### src/rtl/uart_rx.sv
// -----------------------------------------------------------------------------
// uart_rx
//   UART receiver with 16x oversampling. Frame is 11 bits:
//   start (0), data[0..7] LSB first, parity, stop (1).
//   The line is brought into the clock domain through a 2-flop synchronizer;
//   all decoding uses the synchronized value rx_s.
//
// Parameters
//   CLKS_PER_TICK : clk cycles per oversample tick (bit = 16*CLKS_PER_TICK clks),
//                   legal range 2..1023
//   PARITY_ODD    : 0 = even parity expected, 1 = odd parity expected
//
// Ports
//   clk        in   system clock, rising edge
//   rst_n      in   asynchronous active-low reset
//   rx         in   asynchronous serial line, idle high
//   rx_data    out  last received data byte (held until next rx_valid)
//   rx_valid   out  one-clk pulse per completed frame (also for errored frames)
//   parity_err out  parity mismatch flag for the frame in rx_data
//   frame_err  out  stop-bit-low flag for the frame in rx_data
//   busy       out  high whenever the receiver is not idle
// -----------------------------------------------------------------------------
module uart_rx #(
    parameter int CLKS_PER_TICK = 27,
    parameter int PARITY_ODD    = 0
) (
    input  logic       clk,
    input  logic       rst_n,
    input  logic       rx,
    output logic [7:0] rx_data,
    output logic       rx_valid,
    output logic       parity_err,
    output logic       frame_err,
    output logic       busy
);

    localparam int DIV_W = 10;
    localparam logic [DIV_W-1:0] DIV_LAST = DIV_W'(CLKS_PER_TICK - 1);
    localparam logic PAR_ODD_BIT = (PARITY_ODD != 0);

    typedef enum logic [2:0] {
        IDLE   = 3'd0,
        START  = 3'd1,
        DATA   = 3'd2,
        PARITY = 3'd3,
        STOP   = 3'd4,
        BREAK  = 3'd5
    } state_t;

    // Registers
    state_t           state_q,      state_d;
    logic             rx_meta_q;
    logic             rx_s_q;
    logic [DIV_W-1:0] div_q,        div_d;
    logic [3:0]       os_q,         os_d;
    logic [2:0]       bit_idx_q,    bit_idx_d;
    logic [7:0]       shift_q,      shift_d;
    logic             par_mis_q,    par_mis_d;
    logic             stop_bit_q,   stop_bit_d;
    logic             done_q,       done_d;
    logic [7:0]       rx_data_q,    rx_data_d;
    logic             rx_valid_q,   rx_valid_d;
    logic             parity_err_q, parity_err_d;
    logic             frame_err_q,  frame_err_d;

    logic tick;

    // Divider only runs while a frame is in progress, so a tick is only
    // meaningful outside IDLE.
    assign tick = (state_q != IDLE) && (div_q == DIV_LAST);

    always_comb begin
        state_d      = state_q;
        div_d        = div_q;
        os_d         = os_q;
        bit_idx_d    = bit_idx_q;
        shift_d      = shift_q;
        par_mis_d    = par_mis_q;
        stop_bit_d   = stop_bit_q;
        done_d       = 1'b0;
        rx_data_d    = rx_data_q;
        rx_valid_d   = done_q;
        parity_err_d = parity_err_q;
        frame_err_d  = frame_err_q;

        // Tick divider: held at 0 in IDLE, free-running otherwise
        if (state_q == IDLE) begin
            div_d = '0;
        end else if (tick) begin
            div_d = '0;
        end else begin
            div_d = div_q + 1'b1;
        end

        unique case (state_q)
            IDLE: begin
                os_d      = 4'd0;
                bit_idx_d = 3'd0;
                if (!rx_s_q) begin
                    state_d = START;
                end
            end
            START: begin
                if (tick) begin
                    if (os_q == 4'd7) begin
                        // Middle of the start bit: a high line here is a glitch
                        os_d    = 4'd0;
                        state_d = rx_s_q ? IDLE : DATA;
                    end else begin
                        os_d = os_q + 4'd1;
                    end
                end
            end
            DATA: begin
                if (tick) begin
                    // os wraps 15 -> 0 on its own, keeping bit-to-bit spacing exact
                    os_d = os_q + 4'd1;
                    if (os_q == 4'd15) begin
                        shift_d[bit_idx_q] = rx_s_q;
                        bit_idx_d          = bit_idx_q + 3'd1;
                        if (bit_idx_q == 3'd7) begin
                            state_d = PARITY;
                        end
                    end
                end
            end
            PARITY: begin
                if (tick) begin
                    os_d = os_q + 4'd1;
                    if (os_q == 4'd15) begin
                        par_mis_d = rx_s_q ^ (^shift_q) ^ PAR_ODD_BIT;
                        state_d   = STOP;
                    end
                end
            end
            STOP: begin
                if (tick) begin
                    os_d = os_q + 4'd1;
                    if (os_q == 4'd15) begin
                        // Leave mid-stop-bit so an immediately following start
                        // edge is not missed.
                        done_d     = 1'b1;
                        stop_bit_d = rx_s_q;
                        state_d    = rx_s_q ? IDLE : BREAK;
                    end
                end
            end
            BREAK: begin
                if (rx_s_q) begin
                    state_d = IDLE;
                end
            end
            default: begin
                state_d = IDLE;
            end
        endcase

        // Publish the frame one clk after the stop sample
        if (done_q) begin
            rx_data_d    = shift_q;
            parity_err_d = par_mis_q;
            frame_err_d  = ~stop_bit_q;
        end
    end

    always_ff @(posedge clk or negedge rst_n) begin
        if (!rst_n) begin
            state_q      <= IDLE;
            rx_meta_q    <= 1'b1;
            rx_s_q       <= 1'b1;
            div_q        <= '0;
            os_q         <= 4'd0;
            bit_idx_q    <= 3'd0;
            shift_q      <= 8'h00;
            par_mis_q    <= 1'b0;
            stop_bit_q   <= 1'b1;
            done_q       <= 1'b0;
            rx_data_q    <= 8'h00;
            rx_valid_q   <= 1'b0;
            parity_err_q <= 1'b0;
            frame_err_q  <= 1'b0;
        end else begin
            state_q      <= state_d;
            rx_meta_q    <= rx;
            rx_s_q       <= rx_meta_q;
            div_q        <= div_d;
            os_q         <= os_d;
            bit_idx_q    <= bit_idx_d;
            shift_q      <= shift_d;
            par_mis_q    <= par_mis_d;
            stop_bit_q   <= stop_bit_d;
            done_q       <= done_d;
            rx_data_q    <= rx_data_d;
            rx_valid_q   <= rx_valid_d;
            parity_err_q <= parity_err_d;
            frame_err_q  <= frame_err_d;
        end
    end

    assign rx_data    = rx_data_q;
    assign rx_valid   = rx_valid_q;
    assign parity_err = parity_err_q;
    assign frame_err  = frame_err_q;
    assign busy       = (state_q != IDLE);

endmodule

### config.mk
export PLATFORM = sky130hd
export DESIGN_NAME = uart_rx
export DESIGN_NICKNAME = d
export VERILOG_FILES = /design/src/rtl/uart_rx.sv
export SDC_FILE = /design/constraint.sdc
export NUM_CORES = 1
export LEC_CHECK = 0
export CORE_MARGIN = 2
export CORE_UTILIZATION = 58
export CTS_CLUSTER_SIZE = 14
export DETAILED_ROUTE_END_ITERATION = 12
export HOLD_SLACK_MARGIN = 0.03
export PLACE_DENSITY = 0.9
export SLEW_MARGIN = 25
export SYNTH_ARGS = -nofsm -noshare
export SYNTH_HDL_FRONTEND = slang
export SYNTH_SLANG_ARGS = --single-unit
### constraint.sdc
create_clock -name clk -period 2.8 [get_ports clk]
set_input_delay 0.7 -clock clk [delete_from_list [all_inputs] [get_ports clk]]
set_output_delay 0.7 -clock clk [all_outputs]
set_load 0.01 [all_outputs]
Yosys cells after proc, flatten, opt, wreduce, memory -nomap -nowiden:

Cells that the tools add are included.

* flip-flop bits (word level): 44
* output and inout port bits: 12
* logic and storage cells: 85

* $add $sub $neg: 3
* $lt $le $gt $ge: 2
* equal/unequal tests: 21
* mux-type cells: 29
* bitwise gates (word level): 2
* reduce and logical (&&, ||, !) cells: 14

Operator list (number)
* $mux 3: 14
* $ne 2x2->1 const B: 11
* $mux 10: 2
* $pmux 3 s6: 1
* $reduce_and 3->1: 5
* $mux 4: 3
* $pmux 4 s3: 1
* $reduce_and 11->1: 1
* $add 10x1->10 const B: 1
* $eq 10x5->1 const B: 1
* $eq 3x3->1 const B: 3
* $bwmux 8: 1
* $reduce_xor 8->1: 1
* $eq 3x2->1 const B: 2
* $pmux 3 s2: 1
* $reduce_bool 3->1: 2
* $add 4x1->4 const B: 1
* $eq 4x3->1 const B: 1
* $eq 4x4->1 const B: 1
* $lt 3x4->1 const B: 1
* $mux 1: 4
* $add 3x1->3 const B: 1
* $demux 1 s3: 1
* $eq 3x1->1 const B: 1
* other kinds (9): 10

Longest topological paths before layout:

* depth after elaboration: 5
* mapped depth: 7
* depth with buffers taken out: 7

Least setup slack after synthesis:

OpenSTA, ideal clock, no wires.

* path kind: register -> register
* start: register div_q[0]
* end: register shift_q[4]
* data arrival time: 1.876 ns
* required time: 2.675 ns
* path slack: 0.800 ns
* stages on the path, launching flop included: 8
* clock period less this slack: 2.000 ns
* cell sequence: dfrtp_1 > inv_1 > ha_1 > nand4bb_1 > nor4b_4 > nand4b_2 > nor3b_1 > mux2_2

* word-level cells in the longest chain between the ends: 3

RTL lines
* from (decl): line 54 `logic [DIV_W-1:0] div_q, div_d;`
* from (signal assigned): line 186 `div_q <= div_d;`
* $eq 10x5->1: line 70 `assign tick = (state_q != IDLE) && (div_q == DIV_LAST);`
* $logic_and 1x1->1: line 70
* $reduce_and 3->1 (no line)
* to (signal assigned): line 189 `shift_q <= shift_d;`
* to (decl): line 57 `logic [7:0] shift_q, shift_d;`

No other way between the ends.
A chain may end at the register's enable or synchronous reset.

Final worst setup path:

* start: register state_q[1]
* end: output port busy

* word-level cells in the longest chain between the ends: 1

RTL lines
* from (decl): line 51 `state_t state_q, state_d;`
* from (signal assigned): line 183 `state_q <= state_d;`
* $reduce_bool 3->1: line 204 `assign busy = (state_q != IDLE);`
* to (decl): line 34 `output logic busy`

No other way between the ends.

==> impl_metrics.env <==
export IMPL_postCtsSetupBuffers=0
export IMPL_postRouteAntennaNets=0
export IMPL_cts_tree="yes"
export IMPL_drtIter0Drc=56
export IMPL_cts_sinks=44
export IMPL_die_y_um=65.5
export IMPL_clock_tree_htree_level_count=2
export IMPL_wl_per_cell_um=13.9
export IMPL_drv_cap=0
export IMPL_place_congestion=0.785
export IMPL_synth_cell_type_count=46
export IMPL_fill_cells=255
export IMPL_hold_buffers=0
export IMPL_cts_made_buffers=5
export IMPL_antenna_found_initial=0
export IMPL_power_leakage_nw=1.13
export IMPL_cpMaxStageDelayCell="dfrtp_1"
export IMPL_worstMarginPinSlew_ns=0.536
export IMPL_syn_area_per_cell_um2=11.4
export IMPL_min_period_over_period_pct=94.8
export IMPL_finalHoldViolCount=0
export IMPL_dieArea_um2=4290
export IMPL_grt_pass1_vias=1337
export IMPL_crit_chain="or2_2 -> nor2_1 -> inv_1 -> clkdlybuf4s50_1"
export IMPL_cts_resized=0
export IMPL_grt_pass1_wl_um=6150
export IMPL_crit_fanout=14
export IMPL_port_buffers=14
export IMPL_end_kind="output port"
export IMPL_syn_inst=193
export IMPL_synth_warnings=0
export IMPL_rsz0062_at_grt="false"
export IMPL_p_seq_share_pct=56.7
export IMPL_final_cell_area_um2=2470
export IMPL_place_area_um2=2360
export IMPL_fin_skew_ns=0.00382
export IMPL_maxSlewViolCount=0
export IMPL_slowest_delay_ns=0.52
export IMPL_core_area_um2=3660
export IMPL_final_cell_mix="dfrtp_1 (41), nor2_1 (22), mux2_2 (16)"
export IMPL_multi_input_area_um2=1030
export IMPL_diodes=0
export IMPL_synth_edf_count=0
export IMPL_insertion_delay_ns=0.30
export IMPL_synth_fp_nets=201
export IMPL_p_switching_uw=224
export IMPL_cts_root_buf="clkbuf_8"
export IMPL_powerDensity_nw_per_um2=458
export IMPL_min_period_ns=2.65
export IMPL_synth_area_um2=2190
export IMPL_syn_to_final_growth_pct=12.6
export IMPL_clkTransAtPathRegs_ns=0.08
export IMPL_synth_yosys_seq_area_share_pct=50.4
export IMPL_track_usage_pct=19.2
export IMPL_finalSetupTns_ns=0
export IMPL_final_common_cell="dfrtp_1"
export IMPL_worst_path_buf_inv=2
export IMPL_ir_drop_mv=0.356
export IMPL_grt_max_degree=45
export IMPL_p_comb_share_pct=1.4
export IMPL_ctsLongestPathBuffers=2
export IMPL_drive_above_1_share_pct=20.2
export IMPL_setup_viol=0
export IMPL_gr_total_overflow=0
export IMPL_regArea_um2=1100
export IMPL_cp_start_kind="flip-flop"
export IMPL_slew_headroom_pct=64.2
export IMPL_clock_fmax_mhz=377
export IMPL_clkPwrFrac_pct=41.9
export IMPL_p_int_uw=906
export IMPL_first_pass_iters=4
export IMPL_post_route_util_pct=67.5
export IMPL_status="completed"
export IMPL_num_vias=1437
export IMPL_hold_class="reg2reg"
export IMPL_die_w_um=65.5
export IMPL_switching_share_pct=19.9
export IMPL_drc=0
export IMPL_io_pins=15
export IMPL_worstPathArrival_ns=1.95
export IMPL_num_rows=22
export IMPL_critPathKind="reg2out"
export IMPL_async_flop_share_pct=100
export IMPL_worstPathRequired_ns=2.10
export IMPL_fin_nets=215
export IMPL_ys_ff_latch=44
export IMPL_synth_flop_cell="dfrtp_1"
export IMPL_crit_family="simple AND/OR/NAND/NOR gates"
export IMPL_viasPerCell=5.61
export IMPL_finalWirelength_um=3560
export IMPL_post_dp_hpwl_um=2460
export IMPL_initial_core_util_pct=59.9
## worst register-to-register path: stages (launching register included)
cell and delay [ns]:
dfrtp_1 0.42, inv_1 0.07, ha_1 0.15, nand4bb_1 0.20, nor4b_4 0.46, nand4b_2 0.21, nor3b_1 0.23, mux2_2 0.35
## layout make-up
cell class                      instances  area share, %
Sequential cell                        44           44.7
Multi-Input combinational cell        135           41.8
Timing Repair Buffer                   14           5.57
Clock buffer                            6           2.94
Tap cell                               48           2.43
Clock inverter                          2           1.42
Inverter                                7           1.06
## registers in the layout, indices dropped and copies added (netlist names), 3 cells and up
register and cells:
shift_q 8, bit_idx_q 3, state_q 3, rx_data 8, div_q 10, os_q 4
## cells in the mapped netlist, drive strengths merged, types with 2 or more instances
library cell	number	area [µm²]
and3	3	18.8
o21ai	7	35.0
ha	5	62.6
xnor2	11	96.3
clkbuf	5	18.8
nor2b	3	18.8
or2	2	12.5
buf	2	10.0
nor3b	2	20.0
xor2	4	35.0
nand2	9	33.8
dfrtp	41	1030
o31ai	4	30.0
nor3	3	15.0
dfstp	3	78.8
nand3	8	45.0
or3	2	17.5
inv	7	26.3
nor2	22	82.6
nand4b	2	23.8
nand3b	3	30.0
mux2	20	240
a21oi	4	20.0
a22o	5	43.8
## routing by layer
layer / share of wire (%) / up-vias / global-route usage [%]
met3: 3.6 / 9 / 4.45
met5: 0 / - / 0
met2: 46 / 25 / 28.7
li1: - / 703 / -
met4: 2.7 / 0 / 10.9
met1: 47 / 700 / 25.6
## power by group through the flow
stage / combinational, mW / clock, mW / sequential (mW)
CTS: 0.0171 / 0.485 / 0.641
global route: 0.0193 / 0.511 / 0.641
finish: 0.0161 / 0.473 / 0.641
detailed placement: 0.0171 / 0 / 0.653
floorplan: 0.00379 / 0 / 0.651
global placement: 0.0168 / 0 / 0.653
## cells by family (layout without fill, tap and decap cells)
family	Yosys count	count (layout)	share of synthesized area (%)
flops	44	44	50.4
compound gates	25	25	7.70
mux	21	21	11.4
xor+xnor	15	15	5.99
fa+ha+maj	6	6	3.31
buf+inv	14	29	2.51
simple gates	68	68	18.7
## stage by stage
step / power [mW] / cells / worst slack [ns] / hold slack [ns]
6_report: 1.13 / 256 / 0.146 / 0.358
3_3_place_gp: 0.670 / 248 / 0.505 / 0.345
5_1_grt: 1.17 / 256 / 0.0440 / 0.362
4_1_cts: 1.14 / 256 / 0.146 / 0.362
2_1_floorplan: 0.655 / 193 / 0.800 / 0.345
3_5_place_dp: 0.670 / 248 / 0.489 / 0.349
## path summary, 6_finish.rpt
| kind | startpoint | slack [ns] | to | depth (start not counted) |
|---|---|---|---|---|
| setup / recovery | state_q[1] | 0.15 | busy | 4 |
| hold / removal | rx_meta_q | 0.36 | rx_s_q | 0 |
| setup reg to reg | div_q[0] | 0.60 | shift_q[4] | 7 |
| hold reg to reg | rx_meta_q | 0.36 | rx_s_q | 0 |
| max in group asynchronous | rst_n | 2.05 | stop_bit_q | 1 |
| min in group asynchronous | rst_n | 0.38 | div_q[2] | 1 |
Note: power is estimated with default switching activity, not from simulation.
